File: src/rtl/ram_if.sv
// ram_if: signal bundle between a single bus master and the ram scratch-pad.
//   clk    - bench/system clock that the bundle is synchronous to
//   reset  - synchronous active-high reset, driven by the master
//   wr_en  - 1 = write cycle, 0 = read cycle
//   addr   - word address shared by reads and writes
//   wdata  - write data
//   rdata  - registered read data returned by the memory
interface ram_if #(
    parameter int DATA_WIDTH = 8,
    parameter int ADDR_WIDTH = 4
) (
    input logic clk
);
    logic                  reset;
    logic                  wr_en;
    logic [ADDR_WIDTH-1:0] addr;
    logic [DATA_WIDTH-1:0] wdata;
    logic [DATA_WIDTH-1:0] rdata;

    // The memory receives reset on its own scalar port, so the slave view
    // carries only the access signals.
    modport master (
        input  clk,
        output reset,
        output wr_en,
        output addr,
        output wdata,
        input  rdata
    );

    modport slave (
        input  wr_en,
        input  addr,
        input  wdata,
        output rdata
    );
endinterface

File: src/rtl/ram.sv
// ram: single-port synchronous scratch-pad RAM with a registered read port
// and a one-cycle synchronous clear of the whole array.
//   clk   - single clock, everything sampled on the rising edge
//   reset - synchronous active-high; clears every word and rdata
//   bus   - ram_if slave view: wr_en, addr, wdata in; rdata out
// Each edge performs exactly one operation: reset, else write, else read.
// A write leaves rdata unchanged (no read-during-write forwarding).
module ram #(
    parameter int DATA_WIDTH = 8,
    parameter int ADDR_WIDTH = 4
) (
    input  logic  clk,
    input  logic  reset,
    ram_if.slave  bus
);
    localparam int DEPTH = 1 << ADDR_WIDTH;

    // The array lives in flops rather than a RAM macro so it can be cleared
    // in a single cycle.
    logic [DATA_WIDTH-1:0] mem_q [DEPTH];
    logic [DATA_WIDTH-1:0] mem_d [DEPTH];
    logic [DATA_WIDTH-1:0] rdata_q;
    logic [DATA_WIDTH-1:0] rdata_d;

    // Next-state for array and read register; reset priority is handled in
    // the register process so these only cover the write/read choice.
    always_comb begin
        mem_d   = mem_q;
        rdata_d = rdata_q;
        if (bus.wr_en) begin
            mem_d[bus.addr] = bus.wdata;
        end else begin
            rdata_d = mem_q[bus.addr];
        end
    end

    // State registers with synchronous clear of every word and of rdata.
    always_ff @(posedge clk) begin
        if (reset) begin
            for (int i = 0; i < DEPTH; i++) begin
                mem_q[i] <= {DATA_WIDTH{1'b0}};
            end
            rdata_q <= {DATA_WIDTH{1'b0}};
        end else begin
            for (int i = 0; i < DEPTH; i++) begin
                mem_q[i] <= mem_d[i];
            end
            rdata_q <= rdata_d;
        end
    end

    assign bus.rdata = rdata_q;
endmodule

File: src/flat_wrapper.sv
// flat-port wrapper written by rule: the top's interface ports become plain ports
module ram_flat 
#(
    parameter int DATA_WIDTH = 8,
    parameter int ADDR_WIDTH = 4
)
  (clk, reset, bus_wr_en, bus_addr, bus_wdata, bus_rdata);
  ram_if #(.DATA_WIDTH(DATA_WIDTH), .ADDR_WIDTH(ADDR_WIDTH)) bus_i (.clk(clk));
  input  logic clk;
  input  logic reset;
  input wire logic [$bits(bus_i.wr_en)-1:0] bus_wr_en;
  input wire logic [$bits(bus_i.addr)-1:0] bus_addr;
  input wire logic [$bits(bus_i.wdata)-1:0] bus_wdata;
  output wire logic [$bits(bus_i.rdata)-1:0] bus_rdata;
  assign bus_i.wr_en = bus_wr_en;
  assign bus_i.addr = bus_addr;
  assign bus_i.wdata = bus_wdata;
  assign bus_rdata = bus_i.rdata;
  ram #(.DATA_WIDTH(DATA_WIDTH), .ADDR_WIDTH(ADDR_WIDTH)) u_core (.clk(clk), .reset(reset), .bus(bus_i));
endmodule
File: config.mk
export PLATFORM = sky130hd
export DESIGN_NAME = ram_flat
export DESIGN_NICKNAME = d
export VERILOG_FILES = /design/src/rtl/ram_if.sv /design/src/rtl/ram.sv /design/src/flat_wrapper.sv
export SDC_FILE = /design/constraint.sdc
export NUM_CORES = 1
export LEC_CHECK = 0
export ABC_AREA = 1
export CORE_MARGIN = 2
export CORE_UTILIZATION = 35
export DETAILED_ROUTE_END_ITERATION = 16
export PLACE_DENSITY = 0.47
export SETUP_SLACK_MARGIN = 0.05
export SLEW_MARGIN = 10
export SYNTH_ARGS = -nofsm -noshare
export SYNTH_HDL_FRONTEND = slang
export SYNTH_SLANG_ARGS = --single-unit
File: constraint.sdc
create_clock -name clk -period 1.7 [get_ports clk]
set_input_delay 0.255 -clock clk [delete_from_list [all_inputs] [get_ports clk]]
set_output_delay 0.255 -clock clk [all_outputs]
set_load 0.02 [all_outputs]
Word-level counts from Yosys, hierarchy flattened
Cells that the tools add are included.

storage, ports and cells
  bits of input ports = 15
  bits in registers = 136
  logic and storage cells = 27
  output and inout port bits = 8

operators by class
  muxes and demuxes = 6
  bitwise operators = 1
  $lt $le $gt $ge = 2
  reduce and logical (&&, ||, !) cells = 1

operators with widths
  cell                                                                           count
  128-bit bitwise mux                                                            1
  8-bit binary-select mux with 4-bit select                                      1
  8-bit demux with 4-bit select                                                  1
  8-bit 2-to-1 mux                                                               3
  5-bit greater-or-equal comparator (second input constant)                      1
  5-bit by 1-bit less-than comparator with 1-bit output (second input constant)  1
  4-bit NOT with 5-bit output                                                    1
  1-bit logical AND                                                              1

Longest topological paths before layout
Gate-level depths: netlist of the first run.

  depth in word-level cells = 6
  depth in mapped cells = 11
  depth with buffers taken out = 9

Worst setup path before layout of the first run
No wires, ideal clock.

  path type = input to register
  from = input bus_addr[1]
  to = register u_core.mem_q[28] (netlist name)
  library setup time = 0.116 ns
  cell stages on the path = 9
  buffers on the path = 3
  arrival time = 1.097 ns
  slack = 0.487 ns
  required time = 1.584 ns
  path through = buf_6 inv_6 nand2_4 nor2_4 buf_6 nand2_2 buf_6 o21ai_1 a21oi_1

on the way
  cells in the longest elaborated chain, start to end = 6
  elaborated cells on any way between the ends = 7
  those cells by class = 2 x order compare; 3 x mux; 1 x bitwise; 1 x reduce/logical

ends and longest elaborated chain
  item                                                                                                                                     line                source
  start, declared                                                                                                                          flat_wrapper.sv:12  input wire logic [$bits(bus_i.addr)-1:0] bus_addr;
  4-bit NOT with 5-bit output (not written as such) (*)                                                                                    ram.sv:31           mem_d[bus.addr] = bus.wdata;
  5-bit greater-or-equal comparator (not written as such) / 5-bit by 1-bit less-than comparator with 1-bit output (equally long branches)  ram.sv:31
  1-bit logical AND (not written as such)                                                                                                  ram.sv:31
  8-bit 2-to-1 mux (not written as such)                                                                                                   ram.sv:31
  8-bit demux with 4-bit select (*)                                                                                                        ram.sv:31
  128-bit bitwise mux (*)                                                                                                                  ram.sv:31
  end signal, assigned by index                                                                                                            ram.sv:41           mem_q[i] <= {DATA_WIDTH{1'b0}};
  end signal, assigned by index                                                                                                            ram.sv:46           mem_q[i] <= mem_d[i];
  end, declared                                                                                                                            ram.sv:20           logic [DATA_WIDTH-1:0] mem_q [DEPTH];

Mark *: on every way between the ends. The rest lies on a longest branch, timed or not.
A chain may end at the register's enable or synchronous reset.

Worst setup path after layout of the first run
  from = register u_core.rdata_q[7], in the netlist u_core.bus.rdata[7]
  to = output bus_rdata[7]

RTL lines
  item                    line                source
  start, declared         ram.sv:22           logic [DATA_WIDTH-1:0] rdata_q;
  start signal, assigned  ram.sv:43           rdata_q <= {DATA_WIDTH{1'b0}};
  start signal, assigned  ram.sv:48           rdata_q <= rdata_d;
  end, declared           flat_wrapper.sv:14  output wire logic [$bits(bus_i.rdata)-1:0] bus_rdata;

No word-level cell between the ends.

==> results of run 1 <==
## area by class of cell
| cell class | count | area, sq um |
|---|---|---|
| Tap cell | 225 | 282 |
| Fill cell | 1856 | 9680 |
| Clock inverter | 11 | 168 |
| Clock buffer | 21 | 470 |
| Multi-Input combinational cell | 708 | 3000 |
| Sequential cell | 136 | 2720 |
| Timing Repair Buffer | 80 | 852 |
| Inverter | 63 | 246 |
## placed cells by master (no fill, tap or decap)
master           count
nand2_1            265
nor2_1             224
dfxtp_1            136
o21ai_0            113
inv_1               50
a21oi_1             48
buf_4               43
o21ai_1             23
nand3_1             18
clkbuf_16           17
buf_12              15
clkdlybuf4s50_1     14
inv_2                9
nand2_2              7
dlymetal6s2s_1       6
nand2_4              5
clkinv_2             5
nor2_4               4
bufinv_16            4
inv_6                3
clkbuf_8             3
clkinvlp_4           2
inv_4                1
nor2_2               1
clkbuf_1             1
buf_2                1
dlygate4sd2_1        1
## metal layers
metal / wire (um) / up-vias / share of wire
met5: 0 / - / 0
met1: 10100 / 2653 / 0.53
met3: 548 / 16 / 0.029
li1: - / 3090 / -
met2: 8140 / 69 / 0.43
met4: 194 / 0 / 0.010
## worst max path at each step
| stage | start | to | slack [ns] | cells after the start |
|---|---|---|---|---|
| 2_1_floorplan | bus_addr[1] | u_core.mem_q[28]$_SDFFE_PP0P_ | 0.49 | 9 |
| 3_3_place_gp | bus_addr[1] | u_core.mem_q[6]$_SDFFE_PP0P_ | -0.20 | 8 |
| 3_5_place_dp | bus_addr[1] | u_core.mem_q[36]$_SDFFE_PP0P_ | -0.22 | 9 |
| 4_1_cts | u_core.bus.rdata[3]$_SDFFE_PP0N_ | bus_rdata[3] | 0.06 | 1 |
| 5_1_grt | bus_addr[1] | u_core.mem_q[33]$_SDFFE_PP0P_ | 0.05 | 9 |
| 6_report | u_core.bus.rdata[7]$_SDFFE_PP0N_ | bus_rdata[7] | 0.09 | 1 |
## what timing repair did
item,4_1_cts,5_1_grt
gates cloned,0,0
endpoints found under the hold margin,0,0
hold buffers,0,0
setup endpoints to repair,1,8
pin swaps,0,0
gates resized for setup,1,8
## power breakdown
| part | internal, mW | total, mW | leakage (nW) | switching [mW] |
|---|---|---|---|---|
| logic | 0.270 | 0.715 | 1.98 | 0.444 |
| registers | 3.26 | 3.30 | 1.10 | 0.0322 |
| clock network | 2.57 | 4.03 | 0.310 | 1.46 |
## stage by stage
| stage | util | std cells | TNS (ns) | worst slack, ns | instance area [sq um] |
|---|---|---|---|---|---|
| global route | 0.444 | 1244 | 0 | 0.0498 | 7740 |
| detailed placement | 0.407 | 1212 | -11.78 | -0.220 | 7080 |
| CTS | 0.443 | 1244 | 0 | 0.0560 | 7720 |
| finish | 0.444 | 1244 | 0 | 0.0937 | 7740 |
| global placement | 0.407 | 1212 | -10.03 | -0.195 | 7080 |
| floorplan | - | 962 | 0 | 0.487 | 6270 |
## registers in the layout, indices dropped and copies added (netlist names)
register          count
u_core.bus.rdata      8
u_core.mem_q        128
## cells by family (layout without fill, tap and decap cells)
group | after synthesis | in the layout
buffers and inverters | 118 | 175
and+or+nand+nor | 524 | 524
AOI/OAI and AO/OA | 184 | 184
DFF | 136 | 136
==> results.sh, run 1 <==
export IMPL_hold_class="register to register"
export IMPL_critPathLaunchType="register"
export IMPL_ioPinCount=23
export IMPL_grt_overflow_total=0
export IMPL_synth_main_ff_cell="dfxtp_1"
export IMPL_critical_path_max_stage_delay_ns=0.60
export IMPL_antenna_found_initial=0
export IMPL_synth_top_family_by_area="simple AND/OR/NAND/NOR gates"
export IMPL_cts_post_setup_buffers_inserted=0
export IMPL_die_y_um=138
export IMPL_grt_pass1_vias=5274
export IMPL_worst_slew_pin_slew_ns=0.322
export IMPL_drv_cap=0
export IMPL_synth_most_common_cell="nand2_1"
export IMPL_rsz0062_at_grt="false"
export IMPL_netlist_area_sq_um=6270
export IMPL_cts_reportedPaths_clkPinSlew_ns=0.06
export IMPL_ys_seq_area_frac=0.434
export IMPL_hold_start="u_core.mem_q[89]$_SDFFE_PP0P_"
export IMPL_clock_sinks=136
export IMPL_synth_edf_count=0
export IMPL_critPathKind="register to output pin"
export IMPL_drtIter0Drc=461
export IMPL_finalHoldViolations=0
export IMPL_met1_usage=0.316
export IMPL_irDropWorstVdd_mv=0.691
export IMPL_ff2ff_setup_slack_ns=0.55
export IMPL_gp_congestion=0.816
export IMPL_synth_simple_area_share=0.330
export IMPL_setup_violations=0
export IMPL_start_util=0.360
export IMPL_synth_compound_area_frac=0.147
export IMPL_antenna_cells=0
export IMPL_cp_slowest_cell="clkdlybuf4s50_1"
export IMPL_finalClockSkew_ns=0.00616
export IMPL_crit_path_end_kind="output pin"
export IMPL_cts_tree="built"
export IMPL_grt_max_degree=72
export IMPL_gr_usage_met3=0.0402
export IMPL_synth_area_top_cells="dfxtp_1, nand2_1, nor2_1, o21ai_0, a21oi_1"
export IMPL_drt_wirelength_per_cell_um=15.3
export IMPL_power_static_leakage_nw=3.39
export IMPL_grt_pass1_wl_mm=29.8
export IMPL_rows=48
export IMPL_min_to="u_core.mem_q[89]$_SDFFE_PP0P_"
export IMPL_cts_buffer_depth=2
export IMPL_ant_nets=0
export IMPL_clk_insertion_delay_late_ns=0.42
export IMPL_met2_usage=0.306
export IMPL_busiest_layer="met1"
export IMPL_drive_above_1_share=0.118
export IMPL_synthMuxAreaShare=0
export IMPL_avgViaCountPerCell=4.68
export IMPL_nNetsFinal=1021
export IMPL_drc=0
export IMPL_netlist_instances=962
export IMPL_fin_hold_ws_ns=0.452
export IMPL_syn_area_per_cell_sq_um=6.52
export IMPL_synth_largest_area_cell="dfxtp_1"
export IMPL_cp_num_buf_inv=1
export IMPL_synthArstFlopShare=0
export IMPL_cp_arrival_ns=1.35
export IMPL_synth_seq_cells=136
export IMPL_critPathMaxFanout=2
export IMPL_drt_total_wl_mm=19.0
export IMPL_p_per_area_nw_per_um2=1040
export IMPL_slew_viol_final=0
export IMPL_slew_limit_headroom=0.785
export IMPL_hold_depth=2
export IMPL_rr_worst_depth=8
export IMPL_numPortBuffers=22
export IMPL_netlist_top_cells_count="nand2_1, nor2_1, dfxtp_1"
export IMPL_synth_warnings=0
export IMPL_synth_xor_area_frac=0
export IMPL_p_total_mw=8.04
export IMPL_synth_distinct_cells=21
export IMPL_netlist_area_leader_share=0.434
export IMPL_area_delta_synth_final_pct=23.4
export IMPL_timing_rr_start="u_core.mem_q[57]$_SDFFE_PP0P_"
export IMPL_h_tree_depth=4
export IMPL_grt_use_total=0.210
export IMPL_die_w_um=138
export IMPL_die_area_sq_um=19000
export IMPL_path_cells="clkdlybuf4s50_1"
export IMPL_fmax_mhz=623
export IMPL_period_share=0.945
export IMPL_synth_fa_ha_area_frac=0
export IMPL_crit_family="buffers and inverters"
export IMPL_firstDrtPassIters=5
export IMPL_status="finished clean"
export IMPL_crit_required_ns=1.44
export IMPL_num_vias=5828
export IMPL_min_period_ns=1.61
export IMPL_cts_buffers=17
export IMPL_root_buffer="clkbuf_16"
export IMPL_hpwlAfterDp_mm=12.5
export IMPL_synth_net_count=977
export IMPL_r2r_end="u_core.bus.rdata[1]$_SDFFE_PP0N_"
export IMPL_design_core_area_sq_um=17400
(Power assumes the default switching activity.)
==> run 2, diff against run 1 <==
REMOVE_ABC_BUFFERS = 1   (was default)
==> run 2 against run 1 <==
Effect of this change: final area is 1.5% lower; sequential share of layout area is 0.53 points higher; critical endpoint is now u_core.bus.rdata[7]$_SDFFE_PP0N_; via count fell by 1.1%; worst hold slack is essentially flat; combinational power down 2.9%; largest power group unchanged; worst setup slack improved by 0.17 ns; clock skew is 0.0025 ns higher; die area unchanged; count of clock-buffer cells in the layout grew 2; global-route usage about the same.
==> results.sh, run 2 (synthesized netlist as in run 1, its figures left out) <==
export IMPL_status="finished clean"
export IMPL_multi_input_area_sq_um=2990
export IMPL_critPathLaunchType="primary input"
export IMPL_p_per_area_nw_per_um2=983
export IMPL_critPathMaxFanout=8
export IMPL_fill_cells=1893
export IMPL_die_w_um=138
export IMPL_num_vias=5763
export IMPL_min_to="u_core.mem_q[12]$_SDFFE_PP0P_"
export IMPL_drt_wirelength_per_cell_um=15.1
export IMPL_gp_congestion=0.805
export IMPL_slew_viol_final=0
export IMPL_h_tree_depth=4
export IMPL_crit_required_ns=2.02
export IMPL_antenna_found_initial=0
export IMPL_cts_reportedPaths_clkPinSlew_ns=0.06
export IMPL_die_y_um=138
export IMPL_cts_post_setup_buffers_inserted=0
export IMPL_hold_start="u_core.mem_q[12]$_SDFFE_PP0P_"
export IMPL_worst_slew_pin_slew_ns=0.326
export IMPL_drc=0
export IMPL_grt_use_total=0.210
export IMPL_drive_above_1_share=0.118
export IMPL_start_util=0.360
export IMPL_critPathKind="primary input to register"
export IMPL_power_static_leakage_nw=3.29
export IMPL_rr_worst_depth=8
export IMPL_antenna_cells=0
export IMPL_rsz0062_at_grt="false"
export IMPL_largest_register="u_core.mem_q"
export IMPL_utilization=0.438
export IMPL_largest_reg_flops=128
export IMPL_timing_rr_start="u_core.mem_q[48]$_SDFFE_PP0P_"
export IMPL_avgViaCountPerCell=4.63
export IMPL_grt_pass1_wl_mm=29.6
export IMPL_finalClockSkew_ns=0.00863
export IMPL_cts_buffers=17
export IMPL_hold_buffers=0
export IMPL_fmax_mhz=696
export IMPL_p_total_mw=7.49
export IMPL_seqCellArea_sq_um=2720
export IMPL_period_share=0.845
export IMPL_hpwlAfterDp_mm=12.6
export IMPL_numPortBuffers=22
export IMPL_grt_max_degree=70
export IMPL_nNetsFinal=1024
export IMPL_instances_no_fill=1246
export IMPL_ant_nets=0
export IMPL_layout_common_cells="nand2_1, nor2_1, dfxtp_1, o21ai_0, inv_1"
export IMPL_crit_path_end_kind="register"
export IMPL_finalHoldViolations=0
export IMPL_drtIter0Drc=407
export IMPL_hold_depth=2
export IMPL_area_delta_synth_final_pct=21.5
export IMPL_hold_class="register to register"
export IMPL_grt_pass1_vias=5363
export IMPL_firstDrtPassIters=5
export IMPL_final_common_cell="nand2_1"
export IMPL_drt_total_wl_mm=18.8
export IMPL_placed_area_sq_um=7080
export IMPL_dp_cells=1215
export IMPL_ff2ff_setup_slack_ns=0.63
export IMPL_min_period_ns=1.44
export IMPL_root_buffer="clkbuf_16"
export IMPL_rows=48
export IMPL_drv_cap=0
export IMPL_fin_area_sq_um=7620
export IMPL_die_area_sq_um=19000
export IMPL_clock_sinks=136
export IMPL_ioPinCount=23
export IMPL_cp_arrival_ns=1.75
export IMPL_grt_overflow_total=0
export IMPL_r2r_end="u_core.bus.rdata[0]$_SDFFE_PP0N_"
export IMPL_cts_buffer_depth=2
export IMPL_setup_violations=0
export IMPL_irDropWorstVdd_mv=0.713
export IMPL_design_core_area_sq_um=17400
export IMPL_clk_insertion_delay_late_ns=0.43
export IMPL_cts_tree="built"
export IMPL_slew_limit_headroom=0.782
==> run 2: cell count changes in the layout (fill, tap and decap cells not counted), sizes merged, moves of 2 or more <==
cell	before	now
dlygate4sd2	1	7
dlymetal6s2s	6	1
buf	59	62
bufinv	4	1
clkbuf	21	23
inv	63	61
==> run 2: power by group <==
part	internal [mW]	switching, mW
clock network	2.11	1.39
logic	0.260	0.435
registers	3.26	0.0347
==> run 2: how the worst max path moves through the flow <==
stage	depth (start not counted)	slack, ns	endpoint	from
after floorplan	3	-0.29	u_core.mem_q[0]$_SDFFE_PP0P_	reset
after detailed placement	10	-0.16	u_core.mem_q[62]$_SDFFE_PP0P_	bus_addr[1]
after global routing	11	0.13	u_core.bus.rdata[7]$_SDFFE_PP0N_	bus_addr[1]
final	11	0.26	u_core.bus.rdata[7]$_SDFFE_PP0N_	bus_addr[1]
after CTS	1	0.05	bus_rdata[1]	u_core.bus.rdata[1]$_SDFFE_PP0N_
after global placement	11	-0.15	u_core.bus.rdata[7]$_SDFFE_PP0N_	bus_addr[1]
==> run 2: cell type report <==
class / instances / share of cell area
timing repair buffer: 83 / 0.109
inverter: 63 / 0.0323
clock buffer: 23 / 0.0627
sequential: 136 / 0.357
multi-input combinational: 708 / 0.393
clock inverter: 8 / 0.00952
tap: 225 / 0.0369
==> run 2: timing repair <==
| action | CTS | global route |
|---|---|---|
| resized for setup | 7 | 1 |
| cloned | 0 | 0 |
| setup endpoints to repair | 7 | 1 |
==> run 2: critical path, stage by stage <==
cell and delay [ns]:
clkdlybuf4s50_1 0.50, buf_12 0.14, inv_6 0.05, nand2_1 0.25, nor2_1 0.07, nor2_1 0.10, nand2_1 0.08, nand2_1 0.08
nand2_1 0.05, nor2_1 0.10, nor2_1 0.04
==> run 2: metrics by stage <==
step | setup slack (ns) | hold WS [ns] | setup TNS [ns]
after floorplan | -0.294 | 0.324 | -33.08
after global placement | -0.147 | 0.442 | -10.58
after detailed placement | -0.158 | 0.444 | -11.57
after CTS | 0.0511 | 0.452 | 0
after global routing | 0.127 | 0.469 | 0
final | 0.264 | 0.451 | 0
==> run 2: metal layers <==
layer  wire, um  vias up  track usage
met3        583       11       0.0369
li1           -     3099            -
met2       8840       63        0.336
met5          0        -            0
met4        176        0       0.0703
met1       9200     2590        0.286
==> run 3, diff against run 2 <==
PLACE_DENSITY = 0.48   (was 0.47)
clock period = 1.3 ns   (was 1.7 ns; I/O delays follow)
==> run 3 against run 2 <==
Effect of this change: non-clock buffer count rose by 5; sequential power up 31%; global-route usage increased by 0.26 points; count of clock-buffer cells in the layout grew 2; final area grew 3.3%; clock skew increased by 0.0024 ns; worst setup slack got worse by 0.18 ns; sequential share of layout area down 1.1 points; largest cell class unchanged.
==> results.sh, run 3 (synthesized netlist as in run 1, its figures left out) <==
export IMPL_status="finished clean"
export IMPL_cts_reportedPaths_clkPinSlew_ns=0.06
export IMPL_clock_sinks=136
export IMPL_clk_insertion_delay_late_ns=0.43
export IMPL_setup_violations=0
export IMPL_gp_congestion=0.839
export IMPL_cp_arrival_ns=1.02
export IMPL_layout_common_cells="nand2_1, nor2_1, dfxtp_1, o21ai_0, a21oi_1"
export IMPL_path_cells="buf_2"
export IMPL_nNetsFinal=1029
export IMPL_slew_limit_headroom=0.778
export IMPL_cp_num_buf_inv=1
export IMPL_fmax_mhz=823
export IMPL_hpwlAfterDp_mm=12.7
export IMPL_hold_class="primary input to register"
export IMPL_cts_buffer_depth=2
export IMPL_ioPinCount=23
export IMPL_antenna_found_initial=0
export IMPL_area_delta_synth_final_pct=25.6
export IMPL_die_y_um=138
export IMPL_hold_buffers=0
export IMPL_die_w_um=138
export IMPL_hold_start="bus_addr[0]"
export IMPL_grt_use_total=0.212
export IMPL_crit_path_end_kind="output pin"
export IMPL_crit_family="flip-flops"
export IMPL_avgViaCountPerCell=4.67
export IMPL_largest_reg_flops=128
export IMPL_fin_area_sq_um=7880
export IMPL_design_core_area_sq_um=17400
export IMPL_fill_cells=1852
export IMPL_cts_tree="built"
export IMPL_cts_buffers=17
export IMPL_grt_pass1_vias=5474
export IMPL_min_period_ns=1.22
export IMPL_timing_rr_start="u_core.mem_q[37]$_SDFFE_PP0P_"
export IMPL_crit_start="u_core.bus.rdata[3]$_SDFFE_PP0N_"
export IMPL_drt_wirelength_per_cell_um=14.9
export IMPL_start_util=0.360
export IMPL_finalClockSkew_ns=0.0110
export IMPL_critPathLaunchType="register"
export IMPL_antenna_cells=0
export IMPL_h_tree_depth=4
export IMPL_drc=0
export IMPL_irDropWorstVdd_mv=0.922
export IMPL_grt_max_degree=56
export IMPL_rows=48
export IMPL_power_static_leakage_nw=3.37
export IMPL_grt_overflow_total=0
export IMPL_critical_path_max_stage_delay_ns=0.40
export IMPL_root_buffer="clkbuf_16"
export IMPL_p_per_area_nw_per_um2=1290
export IMPL_drtIter0Drc=375
export IMPL_finalHoldViolations=0
export IMPL_slew_viol_final=0
export IMPL_grt_pass1_wl_mm=30.3
export IMPL_largest_register="u_core.mem_q"
export IMPL_final_common_cell="nand2_1"
export IMPL_drive_above_1_share=0.141
export IMPL_crit_required_ns=1.11
export IMPL_period_share=0.935
export IMPL_cp_slowest_cell="dfxtp_1"
export IMPL_critPathKind="register to output pin"
export IMPL_firstDrtPassIters=5
export IMPL_p_total_mw=10.1
export IMPL_worst_slew_pin_slew_ns=0.333
export IMPL_drt_total_wl_mm=18.7
export IMPL_critPathMaxFanout=2
export IMPL_num_vias=5848
export IMPL_drv_cap=0
export IMPL_rsz0062_at_grt="false"
export IMPL_placed_area_sq_um=7210
export IMPL_die_area_sq_um=19000
export IMPL_numPortBuffers=22
export IMPL_ant_nets=0
==> run 3: changes by cell type in the layout (fill, tap and decap cells not counted), moves of 3 or more <==
cell,change
o21ai_0,-20
buf_4,-10
inv_2,+3
buf_12,+9
nand2_1,-4
buf_6,+6
inv_1,-6
clkdlybuf4s50_1,-4
buf_2,+6
dlygate4sd2_1,-3
o21ai_1,+20
==> run 3: what timing repair did <==
item,CTS,global route
resized for setup,83,0
endpoints found under the setup margin,102,0
setup buffers,2,0
==> run 3: power breakdown <==
part | switching [mW] | internal (mW) | leakage (nW)
combinational | 0.593 | 0.394 | 1.98
clock | 1.81 | 3.02 | 0.287
sequential | 0.0455 | 4.27 | 1.10
==> run 3: final timing paths <==
| kind | end | slack (ns) | cells after the start |
|---|---|---|---|
| max | bus_rdata[3] | 0.08 | 1 |
| min reg2reg | u_core.mem_q[8]$_SDFFE_PP0P_ | 0.45 | 2 |
| min | u_core.mem_q[0]$_SDFFE_PP0P_ | 0.45 | 5 |
| max reg2reg | u_core.bus.rdata[5]$_SDFFE_PP0N_ | 0.24 | 8 |
==> run 3: area by class of cell <==
cell class                      instances  area (sq um)  share of cell area
Multi-Input combinational cell        708          3050               0.387
Clock buffer                           25           495              0.0629
Clock inverter                          7          91.3              0.0116
Tap cell                              225           282              0.0357
Timing Repair Buffer                   88           976               0.124
Inverter                               63           262              0.0332
Sequential cell                       136          2720               0.346
==> run 3: layer usage <==
metal | track usage | wire length, um | vias up
li1 | - | - | 3107
met1 | 0.288 | 9220 | 2644
met2 | 0.345 | 8720 | 87
met3 | 0.0497 | 606 | 10
met4 | 0.0442 | 143 | 0
met5 | 0 | 0 | -
==> run 3: metrics by stage <==
| step | worst slack, ns | instances | setup TNS, ns | utilization | hold WS, ns |
|---|---|---|---|---|---|
| global route | 0.0528 | 1252 | 0 | 0.452 | 0.465 |
| floorplan | -0.634 | 907 | -76.60 | - | 0.264 |
| CTS | 0.0756 | 1252 | 0 | 0.452 | 0.450 |
| finish | 0.0842 | 1252 | 0 | 0.452 | 0.447 |
| global placement | -0.500 | 1217 | -54.80 | 0.414 | 0.440 |
| detailed placement | -0.522 | 1217 | -56.69 | 0.414 | 0.444 |
